$ cat src/rtl/door_sequencer.sv
// Door-cycle state machine for one elevator car: open, dwell, close, reopen on obstruction, reopen limit.
// Optional macro NUDGE_EN: the reopen limit leads to a half-speed nudge close instead of a latched fault.
module door_sequencer #(
  parameter int OPEN_CYCLES  = 3,
  parameter int CLOSE_CYCLES = 3,
  parameter int MAX_REOPEN   = 2
) (
  input  logic       clk,
  input  logic       rst,
  input  logic       arrive,
  input  logic       stopped,
  input  logic       open_btn,
  input  logic       close_btn,
  input  logic       obstruct,
  input  logic       wait_complete,
  output logic       door_open,
  output logic       door_close,
  output logic       door_wait,
  output logic       door_closed,
  output logic       cycle_done,
  output logic       nudge,
  output logic       fault,
  output logic [2:0] state
);

  // Timer must hold the longest motion phase: opening or the half-speed nudge close.
  localparam int T_MAX = (OPEN_CYCLES > 2 * CLOSE_CYCLES) ? OPEN_CYCLES : 2 * CLOSE_CYCLES;
  localparam int TW    = $clog2(T_MAX + 1);
  localparam int RW    = $clog2(MAX_REOPEN + 1);

  localparam logic [TW-1:0] OPEN_LAST  = TW'(OPEN_CYCLES - 1);
  localparam logic [TW-1:0] CLOSE_LAST = TW'(CLOSE_CYCLES - 1);
`ifdef NUDGE_EN
  localparam logic [TW-1:0] NUDGE_LAST = TW'(2 * CLOSE_CYCLES - 1);
`endif
  localparam logic [RW-1:0] REOPEN_MAX = RW'(MAX_REOPEN);

  typedef enum logic [2:0] {
    CLOSED  = 3'd0,
    OPENING = 3'd1,
    DWELL   = 3'd2,
    CLOSING = 3'd3,
    FAULT   = 3'd4,
    NUDGE   = 3'd5
  } state_t;

  state_t          state_r;
  state_t          state_nxt;
  logic [TW-1:0]   timer;
  logic [RW-1:0]   reopen_cnt;
  logic            reopen_inc;
  logic            motion;
  logic            reopen_limit;

  function automatic logic [RW-1:0] sat_inc(input logic [RW-1:0] v);
    return (v >= REOPEN_MAX) ? v : v + 1'b1;
  endfunction

  assign motion       = (state_r == OPENING) || (state_r == CLOSING) || (state_r == NUDGE);
  assign reopen_limit = (reopen_cnt >= REOPEN_MAX);

  always_ff @(posedge clk or posedge rst) begin
    if (rst) begin
      state_r    <= CLOSED;
      timer      <= '0;
      reopen_cnt <= '0;
      cycle_done <= 1'b0;
    end else begin
      state_r <= state_nxt;
      if (state_nxt != state_r)
        timer <= '0;
      else if (motion)
        timer <= timer + 1'b1;
      if ((state_nxt == CLOSED) && (state_r != CLOSED))
        reopen_cnt <= '0;
      else if (reopen_inc)
        reopen_cnt <= sat_inc(reopen_cnt);
      cycle_done <= (state_nxt == CLOSED) && (state_r != CLOSED);
    end
  end

  always_comb begin
    state_nxt  = state_r;
    reopen_inc = 1'b0;
    case (state_r)
      CLOSED:  if (arrive || (open_btn && stopped)) state_nxt = OPENING;
      OPENING: if (timer == OPEN_LAST) state_nxt = DWELL;
      DWELL: begin
        // A held open button or obstruction keeps the door parked, even over close requests.
        if (open_btn || obstruct)
          state_nxt = DWELL;
        else if (close_btn || wait_complete)
          state_nxt = CLOSING;
      end
      CLOSING: begin
        if (open_btn || obstruct) begin
          if (!reopen_limit) begin
            state_nxt  = OPENING;
            reopen_inc = 1'b1;
          end else begin
`ifdef NUDGE_EN
            state_nxt = NUDGE;
`else
            state_nxt = FAULT;
`endif
          end
        end else if (timer == CLOSE_LAST) begin
          state_nxt = CLOSED;
        end
      end
      FAULT:   state_nxt = FAULT;
`ifdef NUDGE_EN
      NUDGE:   if (timer == NUDGE_LAST) state_nxt = CLOSED;
`endif
      default: state_nxt = CLOSED;
    endcase
  end

  always_comb begin
    door_open   = 1'b0;
    door_close  = 1'b0;
    door_wait   = 1'b0;
    door_closed = 1'b0;
    nudge       = 1'b0;
    fault       = 1'b0;
    case (state_r)
      CLOSED:  door_closed = 1'b1;
      OPENING: door_open   = 1'b1;
      DWELL:   door_wait   = ~open_btn & ~obstruct;
      CLOSING: door_close  = 1'b1;
      FAULT:   fault       = 1'b1;
`ifdef NUDGE_EN
      NUDGE: begin
        door_close = 1'b1;
        nudge      = 1'b1;
      end
`endif
      default: ;
    endcase
  end

  assign state = state_r;

endmodule
$ cat config.mk
export PLATFORM = sky130hd
export DESIGN_NAME = door_sequencer
export DESIGN_NICKNAME = d
export VERILOG_FILES = /design/src/rtl/door_sequencer.sv
export SDC_FILE = /design/constraint.sdc
export NUM_CORES = 1
export LEC_CHECK = 0
export ABC_AREA = 0
export BUFFER_PORTS_ARGS = -buffer_cell sky130_fd_sc_hd__clkbuf_2
export CAP_MARGIN = 15
export CORE_AREA = 2 2 39 41
export CTS_CLUSTER_SIZE = 24
export DETAILED_ROUTE_END_ITERATION = 10
export DIE_AREA = 0 0 41 43
export PLACE_DENSITY = 0.73
export SETUP_SLACK_MARGIN = 0.2
export SLEW_MARGIN = 20
export SYNTH_ARGS = -nofsm -noshare
export SYNTH_HDL_FRONTEND = slang
export SYNTH_SLANG_ARGS = --single-unit
$ cat constraint.sdc
create_clock -name clk -period 3.05 [get_ports clk]
set_input_delay 0.61 -clock clk [delete_from_list [all_inputs] [get_ports clk]]
set_output_delay 0.61 -clock clk [all_outputs]
set_load 0.005 [all_outputs]
==> impl_metrics.env, run 1 <==
export IMPL_hold_violations=0
export IMPL_cts_root_buffer="clkbuf_4"
export IMPL_fin_total_pwr_mw=0.652
export IMPL_synth_fa_ha_area_frac=0.0632
export IMPL_postSynthNetCount=78
export IMPL_synth_top_family_by_area="simple AND/OR/NAND/NOR gates"
export IMPL_synth_cell_types=33
export IMPL_grt_met3_usage=0.0314
export IMPL_place_inst=95
export IMPL_slowest_stage="dfrtp_1"
export IMPL_final_common_cell="clkbuf_2"
export IMPL_fin_setup_tns_ps=0
export IMPL_yosys_register_bits=9
export IMPL_avgViaCountPerCell=5.32
export IMPL_grt_pass1_wl_um=1740
export IMPL_gp_congestion=0.728
export IMPL_final_cells=99
export IMPL_insertion_delay_ps=260
export IMPL_grt_max_degree=18
export IMPL_io_buffers=16
export IMPL_crit_required_ps=2440
export IMPL_path_max_fanout=14
export IMPL_dp_hpwl_um=921
export IMPL_muxShareOfSynthArea=0
export IMPL_fin_skew_ps=3.21
export IMPL_path_class="reg2out"
export IMPL_cts_sinks=9
export IMPL_final_max_slew_violation_count=0
export IMPL_grt_total_usage=0.150
export IMPL_power_density_mw_per_mm2=936
export IMPL_fin_crit_ps=2130
export IMPL_dr_total_vias=527
export IMPL_yosysTopAreaCellShare=0.379
export IMPL_synth_simple_area_share=0.253
export IMPL_grt_ovfl_total=0
export IMPL_antenna_diode_count=0
export IMPL_antenna_found_initial=0
export IMPL_drc_errors=0
export IMPL_synth_xor_area_frac=0
export IMPL_fin_crit_sh=0.699
export IMPL_cts_max_level=1
export IMPL_p_leak_nw=0.344
export IMPL_syn_avg_cell_area_um2=8.87
export IMPL_post_drt_wl_per_cell_um=11.8
export IMPL_cp_num_buf_inv=1
export IMPL_areaGrowthSynthToFinish_pct=17.3
export IMPL_ys_top_cells_by_area="dfrtp_1 38%, ha_1 6.3%, nor2_1 3.8%"
export IMPL_postCtsSetupBuffers=0
export IMPL_drt_iter0_drc=6
export IMPL_cts_tree="built"
export IMPL_worstHoldPathType="in2async"
export IMPL_drt_pre_antenna_iters=4
export IMPL_worstMarginPinSlew_ps=503
export IMPL_cts_resized=0
export IMPL_rsz0062_at_grt="no"
export IMPL_crit_family="flip-flops"
export IMPL_outcome="finished clean"
export IMPL_yosysWarningCount=0
export IMPL_startpoint_type="register"
export IMPL_synth_compound_area_frac=0.234
export IMPL_finalNetCount=95
export IMPL_mostFrequentLayoutCells="16 x clkbuf_2, 9 x dfrtp_1, 6 x nor2_1"
export IMPL_cts_inserted_buffers=3
export IMPL_cts_hold_buf=0
export IMPL_clkTransAtPathRegs_ps=60
export IMPL_holdWs_ps=287
export IMPL_synth_area_um2=594
export IMPL_synth_largest_area_cell="dfrtp_1"
export IMPL_initial_utilization=0.429
export IMPL_end_kind="output port"
export IMPL_core_mm2=0.00138
export IMPL_synthCells=67
export IMPL_die_h_um=43
export IMPL_slew_headroom=0.665
export IMPL_drtAntennaViolNets=0
export IMPL_drive_gt1_frac=0.277
export IMPL_busiest_layer="met2"
export IMPL_grt_pass1_vias=447
export IMPL_max_stage_delay_ps=570
export IMPL_use_met2=0.209
export IMPL_routed_wl_um=1170
export IMPL_placementRows=14
export IMPL_max_freq_mhz=469
export IMPL_max_vdd_ir_drop_mv=0.353
export IMPL_die_width_um=41
export IMPL_setup_violations=0
export IMPL_crit_chain="or2b_2, nor2_1, clkbuf_2"
export IMPL_ios=18
export IMPL_dieArea_mm2=0.00176
export IMPL_max_cap_violations=0
export IMPL_cts_max_path_buffers=2
export IMPL_yosysSeqAreaShare=0.379
export IMPL_grtUsageMet1=0.199
export IMPL_cp_arrival_ps=1520
## stage by stage
| stage | instance area, µm² | setup WS (ps) | util |
|---|---|---|---|
| after global routing | 697 | 822 | 0.504 |
| after detailed placement | 671 | 1100 | 0.485 |
| final | 697 | 918 | 0.504 |
| after floorplan | 594 | 1270 | - |
| after global placement | 671 | 1100 | 0.485 |
| after CTS | 697 | 897 | 0.504 |
## registers in the layout, summed over array words and instances (netlist names)
| register | cells |
|---|---|
| state | 3 |
| timer | 3 |
| reopen_cnt | 2 |
| cycle_done | 1 |
## final timing paths
path                                from            end  slack (ps)  depth (start not counted)
min in group clk                timer[2]       timer[2]         500                          1
worst max-delay path            state[1]     door_close         920                          3
worst min register to register  timer[2]       timer[2]         500                          1
worst min-delay path                 rst       state[2]         290                          2
worst max register to register  timer[0]  reopen_cnt[0]        1320                          7
max in group asynchronous            rst       timer[2]        2500                          2
## synthesized netlist by cell type
cell type / count
nand2b_1: 2
o21bai_1: 1
ha_1: 3
a21o_1: 1
o2111ai_1: 1
o2bb2ai_1: 1
a21oi_1: 4
o21ai_0: 2
a31oi_1: 1
dfrtp_1: 9
nor3_1: 4
nor2_1: 6
conb_1: 1
o22ai_1: 1
or2_1: 1
nor4_2: 1
nand3b_1: 1
nor2b_1: 2
nand2_1: 5
o211a_1: 1
or3_4: 1
a21bo_1: 1
nand3_1: 2
inv_1: 4
o311a_1: 1
or2b_2: 1
clkbuf_1: 1
buf_2: 1
buf_4: 2
a311oi_1: 2
a211oi_1: 1
nor3b_1: 1
a21oi_2: 1
## power by group
group          leakage [nW]  internal, mW  switching (mW)
clock                0.0150        0.0503          0.0404
sequential            0.116         0.166          0.0764
combinational         0.214         0.157           0.162
total                 0.344         0.374           0.279
## kinds of logic after synthesis
group / count (synthesis)
AOI/OAI and AO/OA: 19
buffers and inverters: 8
and+or+nand+nor: 27
other: 1
DFF: 9
adders and majority gates: 3
## layout make-up
cell class	instances	area, µm²
Tap cell	16	20.0
Fill cell	148	687
Clock buffer	4	26.3
Sequential cell	9	225
Timing Repair Buffer	16	80.1
Multi-Input combinational cell	50	330
Inverter	4	15.0
## routing by layer
layer | vias up | routed length, µm
li1 | 271 | -
met1 | 235 | 563
met2 | 18 | 526
met3 | 3 | 57
met4 | 0 | 24
met5 | - | 0
No activity file was read; power rests on OpenSTA's default activity.
==> run 2: changes to the inputs <==
clock period = 2.2 ns   (was 3.05 ns; I/O delays follow)
==> run 2 against run 1 <==
Core utilization increased by 0.18 points. Wire length is 1.7% lower. Sequential share of layout area is 0.24 points higher. Clock-buffer cell count did not move. Worst setup slack got worse by 580 ps. Combinational power up 39%. Via count stayed put. Design area is 0.36% higher. Critical endpoint unchanged. Largest cell class unchanged. Highest routed layer unchanged.
==> impl_metrics.env, run 2 (synthesis results as in run 1) <==
export IMPL_end_kind="output port"
export IMPL_grt_total_usage=0.161
export IMPL_outcome="finished clean"
export IMPL_path_max_fanout=14
export IMPL_cts_resized=0
export IMPL_grt_pass1_vias=454
export IMPL_crit_chain="or2b_2, nor2_1, clkbuf_2"
export IMPL_cp_arrival_ps=1420
export IMPL_cts_sinks=9
export IMPL_drt_iter0_drc=17
export IMPL_max_cap_violations=0
export IMPL_reg2reg_slack_ps=520
export IMPL_max_freq_mhz=538
export IMPL_cts_hold_buf=0
export IMPL_routed_wl_um=1150
export IMPL_grt_max_degree=18
export IMPL_grt_pass1_wl_um=1880
export IMPL_grt_ovfl_total=0
export IMPL_cts_max_path_buffers=2
export IMPL_slowest_stage="dfrtp_2"
export IMPL_drc_errors=0
export IMPL_io_buffers=16
export IMPL_dr_total_vias=527
export IMPL_worstHoldPathType="in2async"
export IMPL_fin_setup_tns_ps=0
export IMPL_final_max_slew_violation_count=0
export IMPL_gp_congestion=0.712
export IMPL_p_leak_nw=0.342
export IMPL_cts_tree="built"
export IMPL_drt_pre_antenna_iters=5
export IMPL_initial_utilization=0.429
export IMPL_setup_violations=0
export IMPL_r2r_start="timer[0]"
export IMPL_cts_root_buffer="clkbuf_4"
export IMPL_core_mm2=0.00138
export IMPL_crit_required_ps=1760
export IMPL_dieArea_mm2=0.00176
export IMPL_insertion_delay_ps=250
export IMPL_die_h_um=43
export IMPL_dp_hpwl_um=916
export IMPL_drive_gt1_frac=0.301
export IMPL_rsz0062_at_grt="no"
export IMPL_post_drt_wl_per_cell_um=11.6
export IMPL_startpoint_type="register"
export IMPL_power_density_mw_per_mm2=1300
export IMPL_fin_crit_sh=0.845
export IMPL_placementRows=14
export IMPL_die_width_um=41
export IMPL_clkTransAtPathRegs_ps=60
export IMPL_ios=18
export IMPL_max_vdd_ir_drop_mv=0.536
export IMPL_ff2ff_path_depth=7
export IMPL_cts_max_level=1
export IMPL_drtAntennaViolNets=0
export IMPL_fin_skew_ps=2.43
export IMPL_fin_crit_ps=1860
export IMPL_finalNetCount=95
export IMPL_final_core_util=0.505
export IMPL_max_stage_delay_ps=480
export IMPL_antenna_found_initial=0
export IMPL_cts_inserted_buffers=3
export IMPL_antenna_diode_count=0
export IMPL_areaGrowthSynthToFinish_pct=17.7
export IMPL_mostFrequentLayoutCells="16 x clkbuf_2, 7 x dfrtp_1, 6 x nor2_1"
export IMPL_avgViaCountPerCell=5.32
export IMPL_final_common_cell="clkbuf_2"
export IMPL_path_class="reg2out"
export IMPL_r2r_end="reopen_cnt[0]"
export IMPL_postCtsSetupBuffers=0
export IMPL_hold_violations=0
==> run 2: worst max path at each step <==
stage	startpoint	endpoint	slack (ps)	cells after the start
after floorplan	timer[0]	reopen_cnt[0]	640	7
after global placement	state[1]	door_close	500	3
after detailed placement	obstruct	timer[1]	490	6
after CTS	state[1]	door_close	220	3
after global routing	state[1]	door_close	200	3
final	state[1]	door_close	340	3
==> run 2: report_power, final <==
group	switching (mW)	internal, mW	total (mW)
combinational	0.225	0.220	0.444
sequential	0.107	0.234	0.341
clock	0.0531	0.0696	0.123
total	0.384	0.524	0.908
==> run 2: layer usage <==
| layer | part of all wire | GRT usage |
|---|---|---|
| met5 | 0 | 0 |
| met4 | 0.019 | 0.120 |
| met3 | 0.050 | 0.0314 |
| met2 | 0.42 | 0.228 |
| met1 | 0.51 | 0.205 |
==> run 2: area by class of cell <==
class / instances / area (µm²)
repair buffers: 16 / 80.1
clock buffers: 4 / 26.3
flip-flops and latches: 9 / 228
fillers: 145 / 684
multi-input cells: 50 / 330
well taps: 16 / 20.0
inverters: 4 / 15.0
==> run 2: stage by stage <==
step                      setup slack (ps)  hold WS, ps  cell area, µm²  total power [mW]  cells
final                                  340          115             699             0.908     99
after global routing                   202          136             699              1.00     99
after floorplan                        641          268             594             0.653     67
after global placement                 497          399             671             0.778     95
after detailed placement               495          391             671             0.788     95
after CTS                              222          122             697             0.915     99
==> run 2: worst max-delay path: cells and delay by family, from the launching register on <==
family | cells | cell delay [ps]
DFF | 1 | 480
and+or+nand+nor | 2 | 540
buffers and inverters | 1 | 150
==> run 3: changes to the inputs <==
clock period = 1.8 ns   (was 2.2 ns; I/O delays follow)
==> run 3 against run 2 <==
Clock skew barely moved. Die area stayed put. Largest power group unchanged. Clock-buffer cell count unchanged. Core utilization rose by 7.9 points. Non-clock buffer count up 8. First-iteration DRC count fell by 41%. Flip-flop and latch count did not move. Final cell count up 8.1%. Worst setup slack worse by 110 ps. Wire length is 14% higher. Via count is 8.0% higher. Worst hold slack got worse by 94 ps.
==> impl_metrics.env, run 3 (synthesis results as in run 1) <==
export IMPL_startpoint_type="register"
export IMPL_final_max_slew_violation_count=0
export IMPL_ios=18
export IMPL_fin_setup_tns_ps=0
export IMPL_fin_crit_ps=1570
export IMPL_p_leak_nw=0.398
export IMPL_core_mm2=0.00138
export IMPL_grt_pass1_vias=501
export IMPL_finalNetCount=103
export IMPL_crit_required_ps=1440
export IMPL_drc_errors=0
export IMPL_path_class="reg2out"
export IMPL_grt_total_usage=0.165
export IMPL_switching_share=0.419
export IMPL_max_vdd_ir_drop_mv=0.629
export IMPL_die_width_um=41
export IMPL_outcome="finished clean"
export IMPL_hold_violations=0
export IMPL_routed_wl_um=1310
export IMPL_dieArea_mm2=0.00176
export IMPL_p_int_mw=0.765
export IMPL_nFillCells=125
export IMPL_clkPwrFrac=0.122
export IMPL_cts_max_path_buffers=2
export IMPL_dr_total_vias=569
export IMPL_drt_pre_antenna_iters=4
export IMPL_crit_chain="or2b_4, nor2_4, clkbuf_2"
export IMPL_layout_setup_ws_ps=230
export IMPL_avgViaCountPerCell=5.32
export IMPL_holdWs_ps=21.3
export IMPL_reg2reg_slack_ps=290
export IMPL_areaGrowthSynthToFinish_pct=36.0
export IMPL_r2r_end="reopen_cnt[0]"
export IMPL_dp_hpwl_um=990
export IMPL_ff2ff_path_depth=6
export IMPL_pre_cts_ws_ps=108
export IMPL_rsz0062_at_grt="yes"
export IMPL_mostFrequentLayoutCells="14 x clkbuf_2, 8 x dfrtp_1, 7 x buf_4"
export IMPL_antenna_diode_count=0
export IMPL_insertion_delay_ps=270
export IMPL_die_h_um=43
export IMPL_max_freq_mhz=637
export IMPL_p_switching_mw=0.551
export IMPL_fin_crit_sh=0.872
export IMPL_power_frac_seq=0.265
export IMPL_postLayoutCellArea_um2=808
export IMPL_max_stage_delay_ps=410
export IMPL_post_drt_wl_per_cell_um=12.3
export IMPL_path_max_fanout=3
export IMPL_fin_skew_ps=2.50
export IMPL_fin_total_pwr_mw=1.32
export IMPL_cts_inserted_buffers=3
export IMPL_drive_gt1_frac=0.418
export IMPL_io_buffers=16
export IMPL_grt_max_degree=11
export IMPL_gp_congestion=0.802
export IMPL_pwr_share_comb=0.613
export IMPL_end_kind="output port"
export IMPL_final_cells=107
export IMPL_final_common_cell="clkbuf_2"
export IMPL_grt_pass1_wl_um=2010
export IMPL_clkTransAtPathRegs_ps=60
export IMPL_setup_violations=0
export IMPL_cts_sinks=9
export IMPL_max_cap_violations=0
export IMPL_power_density_mw_per_mm2=1630
export IMPL_placed_cell_area_um2=693
export IMPL_cts_max_level=1
export IMPL_r2r_start="timer[0]"
export IMPL_placementRows=14
export IMPL_worstHoldPathType="in2async"
export IMPL_final_core_util=0.584
export IMPL_place_inst=98
export IMPL_cts_root_buffer="clkbuf_4"
export IMPL_cp_arrival_ps=1210
export IMPL_drtAntennaViolNets=0
export IMPL_slowest_stage="dfrtp_1"
export IMPL_grt_ovfl_total=0
export IMPL_cts_tree="built"
export IMPL_drt_iter0_drc=10
export IMPL_antenna_found_initial=0
export IMPL_initial_utilization=0.429
## run 3: cell count changes in the layout (fill, tap and decap cells not counted), sizes merged
cell    previous run  this run
buf                0        10
clkbuf            20        18
## run 3: final cells by class
type | instances | area (µm²) | area share
multi-input cells | 50 | 377 | 0.466
well taps | 16 | 20.0 | 0.0248
repair buffers | 24 | 144 | 0.178
flip-flops and latches | 9 | 226 | 0.280
inverters | 4 | 15.0 | 0.0186
clock buffers | 4 | 26.3 | 0.0325
## run 3: worst max-delay path by stage
| stage | endpoint | startpoint | cells past startpoint | slack [ps] |
|---|---|---|---|---|
| 2_1_floorplan | reopen_cnt[0] | timer[0] | 7 | 240 |
| 3_3_place_gp | reopen_cnt[0] | timer[0] | 7 | 170 |
| 3_5_place_dp | reopen_cnt[0] | timer[0] | 7 | 110 |
| 4_1_cts | fault | state[0] | 3 | 200 |
| 5_1_grt | door_wait | state[1] | 3 | 160 |
| 6_report | door_close | state[2] | 3 | 230 |
## run 3: routing by layer
| metal | share of wire | GRT usage | wire [µm] | up-vias |
|---|---|---|---|---|
| li1 | - | - | - | 289 |
| met1 | 0.46 | 0.224 | 600 | 261 |
| met2 | 0.48 | 0.259 | 627 | 17 |
| met3 | 0.043 | 0.0157 | 57 | 2 |
| met4 | 0.021 | 0.0600 | 27 | 0 |
| met5 | 0 | 0 | 0 | - |
## run 3: repair_timing
action / in CTS / in global routing
pin swaps: 0 / 1
hold buffers: 0 / 0
endpoints found under the setup margin: 5 / 9
gates resized for setup: 5 / 9
endpoints found under the hold margin: 0 / 0
buffers inserted: 2 / 3
## run 3: critical path: cells and delay by family, from the launching register on
family	cells	cell delay, ps
DFF	1	410
and+or+nand+nor	2	400
buffers and inverters	1	130
## run 3: power by group through the flow
stage / combinational, mW / clock [mW] / sequential [mW]
6_report: 0.806 / 0.161 / 0.349
5_1_grt: 0.901 / 0.171 / 0.357
4_1_cts: 0.693 / 0.161 / 0.363
3_5_place_dp: 0.640 / 0 / 0.365
3_3_place_gp: 0.623 / 0 / 0.362
2_1_floorplan: 0.444 / 0 / 0.354
